File: src/rtl/fifo_stream2native.sv
// Stream-to-native FIFO write adapter with a 2-entry skid buffer.
// Ports: clk, rst_n, s_axis_* (in), full (in), wr_en/din/word_count (out).
module fifo_stream2native #(
  parameter int DATA_WIDTH = 64
) (
  input  logic                  clk,
  input  logic                  rst_n,
  input  logic                  s_axis_tvalid,
  output logic                  s_axis_tready,
  input  logic [DATA_WIDTH-1:0] s_axis_tdata,
  input  logic                  full,
  output logic                  wr_en,
  output logic [DATA_WIDTH-1:0] din,
  output logic [31:0]           word_count
);

  typedef enum logic [1:0] {
    EMPTY = 2'd0,
    ONE   = 2'd1,
    TWO   = 2'd2
  } state_t;

  state_t                state;
  state_t                state_n;
  logic [DATA_WIDTH-1:0] head;
  logic [DATA_WIDTH-1:0] head_n;
  logic [DATA_WIDTH-1:0] tail;
  logic [DATA_WIDTH-1:0] tail_n;
  logic [31:0]           cnt_q;
  logic                  accept;

  assign accept     = s_axis_tvalid & s_axis_tready;
  assign wr_en      = (state != EMPTY) & ~full;
  assign din        = head;
  assign word_count = cnt_q;

  always_comb begin
    state_n = state;
    head_n  = head;
    tail_n  = tail;
    unique case (state)
      EMPTY: begin
        if (accept) begin
          head_n  = s_axis_tdata;
          state_n = ONE;
        end
      end
      ONE: begin
        if (wr_en && accept) begin
          head_n = s_axis_tdata;
        end else if (wr_en) begin
          state_n = EMPTY;
        end else if (accept) begin
          tail_n  = s_axis_tdata;
          state_n = TWO;
        end
      end
      TWO: begin
        // tready is low here, so only a drain can happen
        if (wr_en) begin
          head_n  = tail;
          state_n = ONE;
        end
      end
      default: state_n = EMPTY;
    endcase
  end

  always_ff @(posedge clk) begin
    if (!rst_n) begin
      state         <= EMPTY;
      s_axis_tready <= 1'b0;
      cnt_q         <= '0;
      head          <= '0;
      tail          <= '0;
    end else begin
      state         <= state_n;
      s_axis_tready <= (state_n != TWO);
      cnt_q         <= cnt_q + {31'd0, wr_en};
      head          <= head_n;
      tail          <= tail_n;
    end
  end

endmodule

File: config.mk
export PLATFORM = sky130hd
export DESIGN_NAME = fifo_stream2native
export DESIGN_NICKNAME = d
export VERILOG_FILES = /design/src/rtl/fifo_stream2native.sv
export SDC_FILE = /design/constraint.sdc
export NUM_CORES = 1
export LEC_CHECK = 0
export ABC_AREA = 1
export BUFFER_PORTS_ARGS = -buffer_cell sky130_fd_sc_hd__clkbuf_2
export CAP_MARGIN = 5
export CORE_ASPECT_RATIO = 1.75
export CORE_MARGIN = 2
export CORE_UTILIZATION = 45
export CTS_BUF_LIST = sky130_fd_sc_hd__clkbuf_4 sky130_fd_sc_hd__clkbuf_8 sky130_fd_sc_hd__clkbuf_16
export DETAILED_ROUTE_END_ITERATION = 7
export GPL_ROUTABILITY_DRIVEN = 1
export PLACE_DENSITY = 0.73
export SLEW_MARGIN = 20
export SYNTH_ARGS = -nofsm -noshare
export SYNTH_HDL_FRONTEND = slang
export SYNTH_SLANG_ARGS = --single-unit
File: constraint.sdc
create_clock -name clk -period 4.5 [get_ports clk]
set_input_delay 0.225 -clock clk [delete_from_list [all_inputs] [get_ports clk]]
set_output_delay 0.225 -clock clk [all_outputs]
set_load 0.1 [all_outputs]
==> results summary, run 1 <==
The total setup buffers inserted after CTS came out at 0. Yosys attributes the largest share of cell area to sky130_fd_sc_hd__dfxtp_1, sky130_fd_sc_hd__nor2_1, sky130_fd_sc_hd__o21ai_0, sky130_fd_sc_hd__nand2_1, sky130_fd_sc_hd__a21oi_1. The cell area power density came out at 421 nW/um2. In the global route stage, overall resource usage came out at 0.225. The class of the most critical hold timing path is in -> reg. The die span in x came out at 97.6 um.

Synthesis inferred 163 register bits. The Yosys step of the flow raised 0 warnings. The post-synthesis average cell area came out at 6.76 um2.

The number of global-route vias before repair is 6360. The slowest stage of the critical path is the sky130_fd_sc_hd__nor2_4 cell. The largest incremental delay on the critical path is 590 ps.

Summing all placed instances gives a cell area of 7770 um2. The initial antenna violation count is 0. After legalization and detailed placement, the total HPWL measured 12200 um. The ratio of routed vias to standard cells came out at 5.01. STA classifies the critical path endpoint as a flop.

The sequential share of the synthesized area is 0.473. The final design area excluding fillers came out at 8330 um2. The required time at the worst-slack endpoint is 4850 ps. Setup repair after global routing left no endpoint under its margin. 0 antenna diodes ended up in the layout. Between clock sinks in the finished design, the worst skew comes to 10.4 ps. The worst max-slew margin expressed relative to the limit is 0.290. The DRC violations left is 0. Clock tree synthesis selected as its root buffer the cell sky130_fd_sc_hd__clkbuf_16. The peak ir drop on the vdd network came out at 0.286 mV. The relative area change from synthesis to final layout is 20.7%. The height of the die came out at 168 um. Entering global routing, the biggest net connects 106 pins. The kind of critical path is reg -> reg. The post-CTS resize count is 0. The final number of max-transition violations came out at 0. In this run the standard cell core region covers 14900 um2. The clock reaches the later pin of the worst-skew pair after 420 ps. The weighted congestion reported at the end of routability-driven placement is 0.962.

The end-of-flow core utilization is 0.559. The post-synthesis cell area is 6900 um2. The clock drives 163 sinks. STA classifies the critical path startpoint as a flop. The global-route wire length before repair came out at 30300 um. The most numerous cell on the critical path is sky130_fd_sc_hd__inv_2. The top cell types in the final layout, fill and taps aside, are sky130_fd_sc_hd__nor2_1, sky130_fd_sc_hd__nand2_1, sky130_fd_sc_hd__o21ai_0, sky130_fd_sc_hd__clkbuf_2, sky130_fd_sc_hd__dfxtp_1. The deepest clock path buffer count is 2.

The ratio of cells with drive above 1 in the final layout is 0.179. The final-stage net count is 1223. The fill cell total of the finished layout is 1517.

Detailed routing inserted a total of 6757 vias. The setup TNS after final layout is 0 ps. The signal on the critical path passes through inv_2 > nor2_4 > inv_2 > a21oi_4 > buf_4 > o21ai_0 > nor2_1. The clock slew seen by the registers of the worst setup and hold paths came out at 70 ps. The pre-antenna-repair detailed-routing pass consisted of 5 iterations. For the pin with the worst max-slew slack, the measured transition is 1060 ps. Of the available clock period, the critical path in the final layout requires 0.510. Timing would allow up to 0.436 GHz. The count of buffering cells on the critical path with inverters included came out at 3. For this configuration, the core starts out at a cell density of 0.463. The sequential cell area came out at 3260 um2. Pin placement for this block handled 166 I/O pins.

The leakage power summed over all cells is 3.64 nW. The number of buffers inserted during clock tree synthesis came out at 17. The largest driver fanout on the critical path is 64.

The number of endpoints with negative hold slack in the final report came to 0. The time the final worst path needs with I/O delays and setup is 2290 ps. The number of nets produced by synthesis is 1092.

STA puts the critical path data arrival time at 2640 ps. The number of H-tree levels came out at 4. The flow ran to the end, and the final reports show no timing, DRC or antenna violations. The TritonCTS clock tree is done. The initialized floorplan defines 59 standard-cell rows.

The count of unique library cells instantiated by Yosys came out at 23. After the first detailed-routing iteration, the DRC count stood at 344. Max-cap violations in this run came to 0. The fraction of synthesized cell area taken by the top area cell type came out at 0.473.

Leaving out fill and tap cells, the most frequent cell in the layout is sky130_fd_sc_hd__nor2_1. The number of buffers inserted by port buffering came out at 165. The area occupied by multi-input gates came out at 3150 um2.

The average wire per cell in the routed design is 13.8 um. The post-synthesis instance total is 1022. The count of hold buffers inserted by post-cts repair is 0. The number of failing setup endpoints in the final timing report is 0. The number of nets still failing antenna checks after routing came out at 0. The final layout contains routed wiring with a total length of 18600 um. The total global routing overflow came out at 0. Grouping stages by cell kind, the critical path spends the most delay in simple AND/OR/NAND/NOR gates. The dominant cell type by area after synthesis is sky130_fd_sc_hd__dfxtp_1. The area of the die is 16400 um2.
## worst min-delay path, cell delays in order
cell and delay, ps:
sky130_fd_sc_hd__clkbuf_2 90, sky130_fd_sc_hd__o21ai_0 80, sky130_fd_sc_hd__nor2_1 80
## sequential cells by signal (all words and copies together) (netlist names)
name           flops
tail              64
word_count        32
din               64
state              2
s_axis_tready      1
## Yosys cell counts (all sizes together)
cell type	count
inv	68
nor3	2
nor2	255
nand4	1
o21ai	168
xnor2	1
nand3	20
clkbuf	34
nand2	216
ha	2
a21oi	61
a211oi	1
buf	23
o21a	5
clkinv	1
or2	1
dfxtp	163
## worst paths after layout
kind                    startpoint  endpoint  slack, ps  cells past startpoint
setup / recovery          state[1]   din[31]       2210                      7
hold / removal    s_axis_tdata[18]  tail[18]         80                      3
setup reg to reg          state[1]   din[31]       2210                      7
hold reg to reg           tail[39]  tail[39]        450                      2
## layout make-up
cell class / instances / share of cell area
clock buffer: 17 / 0.0510
clock inverter: 15 / 0.0171
inverter: 69 / 0.0314
multi-input combinational: 733 / 0.378
sequential: 163 / 0.392
tap: 183 / 0.0275
timing repair buffer: 169 / 0.103
## cells by family (layout without fill, tap and decap cells)
kind of cell,after synthesis,in the layout,share of synthesized area
xor+xnor,1,1,0.00127
fa+ha+maj,2,2,0.00362
buf+inv,126,270,0.0727
flops,163,163,0.473
compound gates,235,235,0.173
simple gates,495,495,0.277
## per-layer routing
layer  up-vias  part of all wire  global-route usage
met2       186              0.53               0.415
met5         -                 0                   0
met3        17             0.049              0.0444
li1       3498                 -                   -
met1      3056              0.40               0.255
met4         0             0.020              0.0839
## metrics by stage
step | setup slack, ps | power, W | hold slack (ps) | cells
final | 2210 | 0.00351 | 77.4 | 1349
after global routing | 1940 | 0.00365 | 82.8 | 1349
after CTS | 2180 | 0.00355 | 63.6 | 1349
after detailed placement | 2190 | 0.00216 | 439 | 1317
after global placement | 2230 | 0.00215 | 433 | 1317
after floorplan | 1210 | 0.00204 | 389 | 1022
## power by group
group / total, W / internal [W] / switching (W)
clock: 0.00139 / 0.000734 / 0.000652
sequential: 0.00153 / 0.00150 / 0.0000286
combinational: 0.000596 / 0.000102 / 0.000494
(Power assumes the default switching activity.)
==> run 2: changes to the inputs <==
==> constraint.sdc (replaced) <==
create_clock -name clk -period 2.2 [get_ports clk]
set_input_delay 0.11 -clock clk [delete_from_list [all_inputs] [get_ports clk]]
set_output_delay 0.11 -clock clk [all_outputs]
set_load 0.1 [all_outputs]
==> run 2 against run 1 <==
Net effect: clock skew increased by 4.7 ps; largest power group unchanged; combinational power increased by 120%; clock-buffer cell count increased by 3; via count increased by 3.5%; critical endpoint is now word_count[13]; utilization increased by 4.6 points; total power increased by 110%.
==> results summary, run 2 (synthesis gave the netlist of run 1 again) <==
The final number of max-transition violations is 0 (unchanged). The count of placed standard cells including taps is 1322 (was 1317). The die span in x is 97.6 um (unchanged). The clock slew seen by the registers of the worst setup and hold paths is 70 ps (about the same). The core area is 14900 um2 (unchanged). The DRC violation total after the first TritonRoute iteration came out at 315 (was 344). The largest driver fanout on the critical path is 5 (was 64).

Most frequent cells in the layout: sky130_fd_sc_hd__nor2_1, sky130_fd_sc_hd__nand2_1, sky130_fd_sc_hd__o21ai_0, sky130_fd_sc_hd__clkbuf_2, sky130_fd_sc_hd__dfxtp_1 (unchanged). The ratio of routed vias to standard cells came out at 4.98 (was 5.01). The I/O pin total came to 166 (unchanged). The count of maximum capacitance violations came out at 0 (unchanged). The total global routing overflow came out at 0 (unchanged).

The overall routed net length came out at 18600 um (about the same). The first-pass iteration count of the detailed router is 7 (was 5). The fill cell total of the finished layout is 1415 (was 1517). The combinational power share is 0.175 (was 0.170). The number of nets still failing antenna checks after routing came to 0 (unchanged). The final cell count without fillers came out at 1405 (was 1349). The worst-case clock skew is 15.0 ps (was 10.4 ps). The setup TNS after final layout came out at 0 ps (unchanged). The HPWL after detailed placement is 11800 um (was 12200 um). The time the final worst path needs with I/O delays and setup came out at 1830 ps (was 2290 ps). The kind of critical path is reg -> reg (unchanged).

The number of antenna repair diodes came out at 0 (unchanged). The endpoint class of the critical path is a flop (unchanged). The initial cell density of the core is 0.463 (unchanged). The cell-internal power came out at 0.00512 W (was 0.00234 W). The ratio of cells with drive above 1 in the final layout is 0.185 (was 0.179). The cell area power density is 828 nW/um2 (was 421 nW/um2).

The largest net degree at the start of global routing came out at 138 (was 106). The DRC violations left came out at 0 (unchanged). The share of total power in the clock network was 0.406 (was 0.395).

The insertion delay to the later sink of the worst-skew pair was 420 ps (about the same). The site row count is 59 (unchanged). Crit-path cells: nor2_2 > nor2_4 > ha_4 > nand3_1 > nor2_1 > nand3_1 > or2_2 > a21oi_1 (was inv_2 > nor2_4 > inv_2 > a21oi_4 > buf_4 > o21ai_0 > nor2_1). The maximum clock rate came out at 0.547 GHz (was 0.436 GHz). The library cell used as clock root buffer is sky130_fd_sc_hd__clkbuf_16 (unchanged). The count of vias placed by the detailed router is 6996 (was 6757). The relative contribution of sequential cells to total power came to 0.419 (was 0.435). The height of the die came out at 168 um (unchanged). The deepest clock path buffer count is 2 (unchanged).

The transition time of the tightest slew-check pin came out at 748 ps (was 1060 ps). The global-route wire length before repair is 30900 um (was 30300 um). Outcome: complete, no violations (unchanged). The TritonCTS clock tree was done (unchanged). The switching power total came to 0.00235 W (was 0.00117 W). The largest incremental delay on the critical path came out at 370 ps (was 590 ps). The required time at the worst-slack endpoint came to 2520 ps (was 4850 ps). The leading cell type in the layout, fill and taps excluded was sky130_fd_sc_hd__nor2_1 (unchanged). The final-stage net count is 1279 (was 1223). The number of failing setup endpoints in the final timing report came out at 0 (unchanged). The arrival time reported for the critical path endpoint came out at 2140 ps (was 2640 ps). The ratio of final minimum period to clock period is 0.830 (was 0.510). The class of the most critical hold timing path was in -> reg (unchanged). The number of buffers inserted during clock tree synthesis is 17 (unchanged). The number of H-tree levels is 4 (unchanged). The global routing usage summed across all routing layers is 0.227 (was 0.225). The share of total power consumed by net switching is 0.315 (was 0.335). The initial antenna violation count was 0 (unchanged). The number of endpoints with negative hold slack in the final report came out at 0 (unchanged).

The worst max-slew margin expressed relative to the limit came out at 0.498 (was 0.290). The average wire per cell in the routed design is 13.3 um (was 13.8 um). The peak ir drop on the vdd network came out at 0.456 mV (was 0.286 mV). RSZ-0062 raised after global routing: no (unchanged). The kind of start point of the critical path is a flop (unchanged). The cell with the biggest individual delay on the critical path is sky130_fd_sc_hd__dfxtp_2 (was sky130_fd_sc_hd__nor2_4). The relative area change from synthesis to final layout was 30.6% (was 20.7%). The weighted congestion reported at the end of routability-driven placement is 0.965 (was 0.962). The number of global-route vias before repair is 6554 (was 6360).

The most numerous cell on the critical path was sky130_fd_sc_hd__nand3_1 (was sky130_fd_sc_hd__inv_2). The number of clock sinks seen by CTS came out at 163 (unchanged). The total setup buffers inserted after CTS came out at 0 (unchanged). The area of the die was 16400 um2 (unchanged). The post-CTS resize count came out at 0 (unchanged). The leakage power summed over all cells came out at 3.91 nW (was 3.64 nW).

The number of buffers inserted by port buffering is 165 (unchanged).
==> run 2: changes by cell type in the layout (fill, tap and decap cells not counted), moves of 3 or more <==
cell | before | now
sky130_fd_sc_hd__buf_12 | 0 | 3
sky130_fd_sc_hd__dfxtp_1 | 163 | 160
sky130_fd_sc_hd__dfxtp_2 | 0 | 3
sky130_fd_sc_hd__dlygate4sd3_1 | 0 | 51
sky130_fd_sc_hd__inv_6 | 7 | 3
sky130_fd_sc_hd__nor2_1 | 253 | 248
sky130_fd_sc_hd__nor2_4 | 2 | 5
==> run 2: stage by stage <==
step / setup slack, ps / instance area (um2) / utilization / hold WS (ps) / total power, W
floorplan: 23.7 / 6970 / - / 267 / 0.00417
global placement: 489 / 7900 / 0.530 / 379 / 0.00442
detailed placement: 425 / 7900 / 0.530 / 391 / 0.00443
CTS: 398 / 9010 / 0.605 / 0.858 / 0.00752
global route: 257 / 9010 / 0.605 / 20.0 / 0.00772
finish: 373 / 9010 / 0.605 / 4.43 / 0.00746
==> run 2: final timing paths <==
check                   start             end  slack (ps)  depth (start not counted)
max reg2reg          state[0]  word_count[13]         370                          8
max                  state[0]  word_count[13]         370                          8
min reg2reg          tail[28]        tail[28]         450                          2
min          s_axis_tdata[39]        tail[39]           4                          3
==> run 2: cell type report <==
cell class	instances	area, um2	share of cell area
Clock buffer	20	460	0.0511
Clock inverter	12	146	0.0162
Inverter	69	259	0.0287
Multi-Input combinational cell	733	3210	0.356
Sequential cell	163	3270	0.362
Tap cell	183	229	0.0254
Timing Repair Buffer	225	1440	0.160
==> run 2: what timing repair did <==
action | in CTS | in global routing
hold endpoints to repair | 51 | 0
hold buffers | 51 | 0
endpoints found under the setup margin | 0 | 0
==> run 2: power by group through the flow <==
stage	Sequential (W)	Clock, W	Combinational [W]
after floorplan	0.00388	0	0.000288
after global placement	0.00319	0	0.00123
after detailed placement	0.00319	0	0.00123
after CTS	0.00313	0.00309	0.00131
after global routing	0.00314	0.00319	0.00139
final	0.00313	0.00303	0.00130
==> run 2: per-layer routing <==
layer | part of all wire | GRT usage | vias up
li1 | - | - | 3614
met1 | 0.41 | 0.271 | 3159
met2 | 0.52 | 0.404 | 195
met3 | 0.046 | 0.0374 | 28
met4 | 0.021 | 0.0894 | 0
met5 | 0 | 0 | -
==> run 2: worst max-delay path, delay by kind of cell, from the launching register on <==
family,cells,cell delay (ps)
and+or+nand+nor,6,1080
AOI/OAI and AO/OA,1,120
DFF,1,370
adders and majority gates,1,160
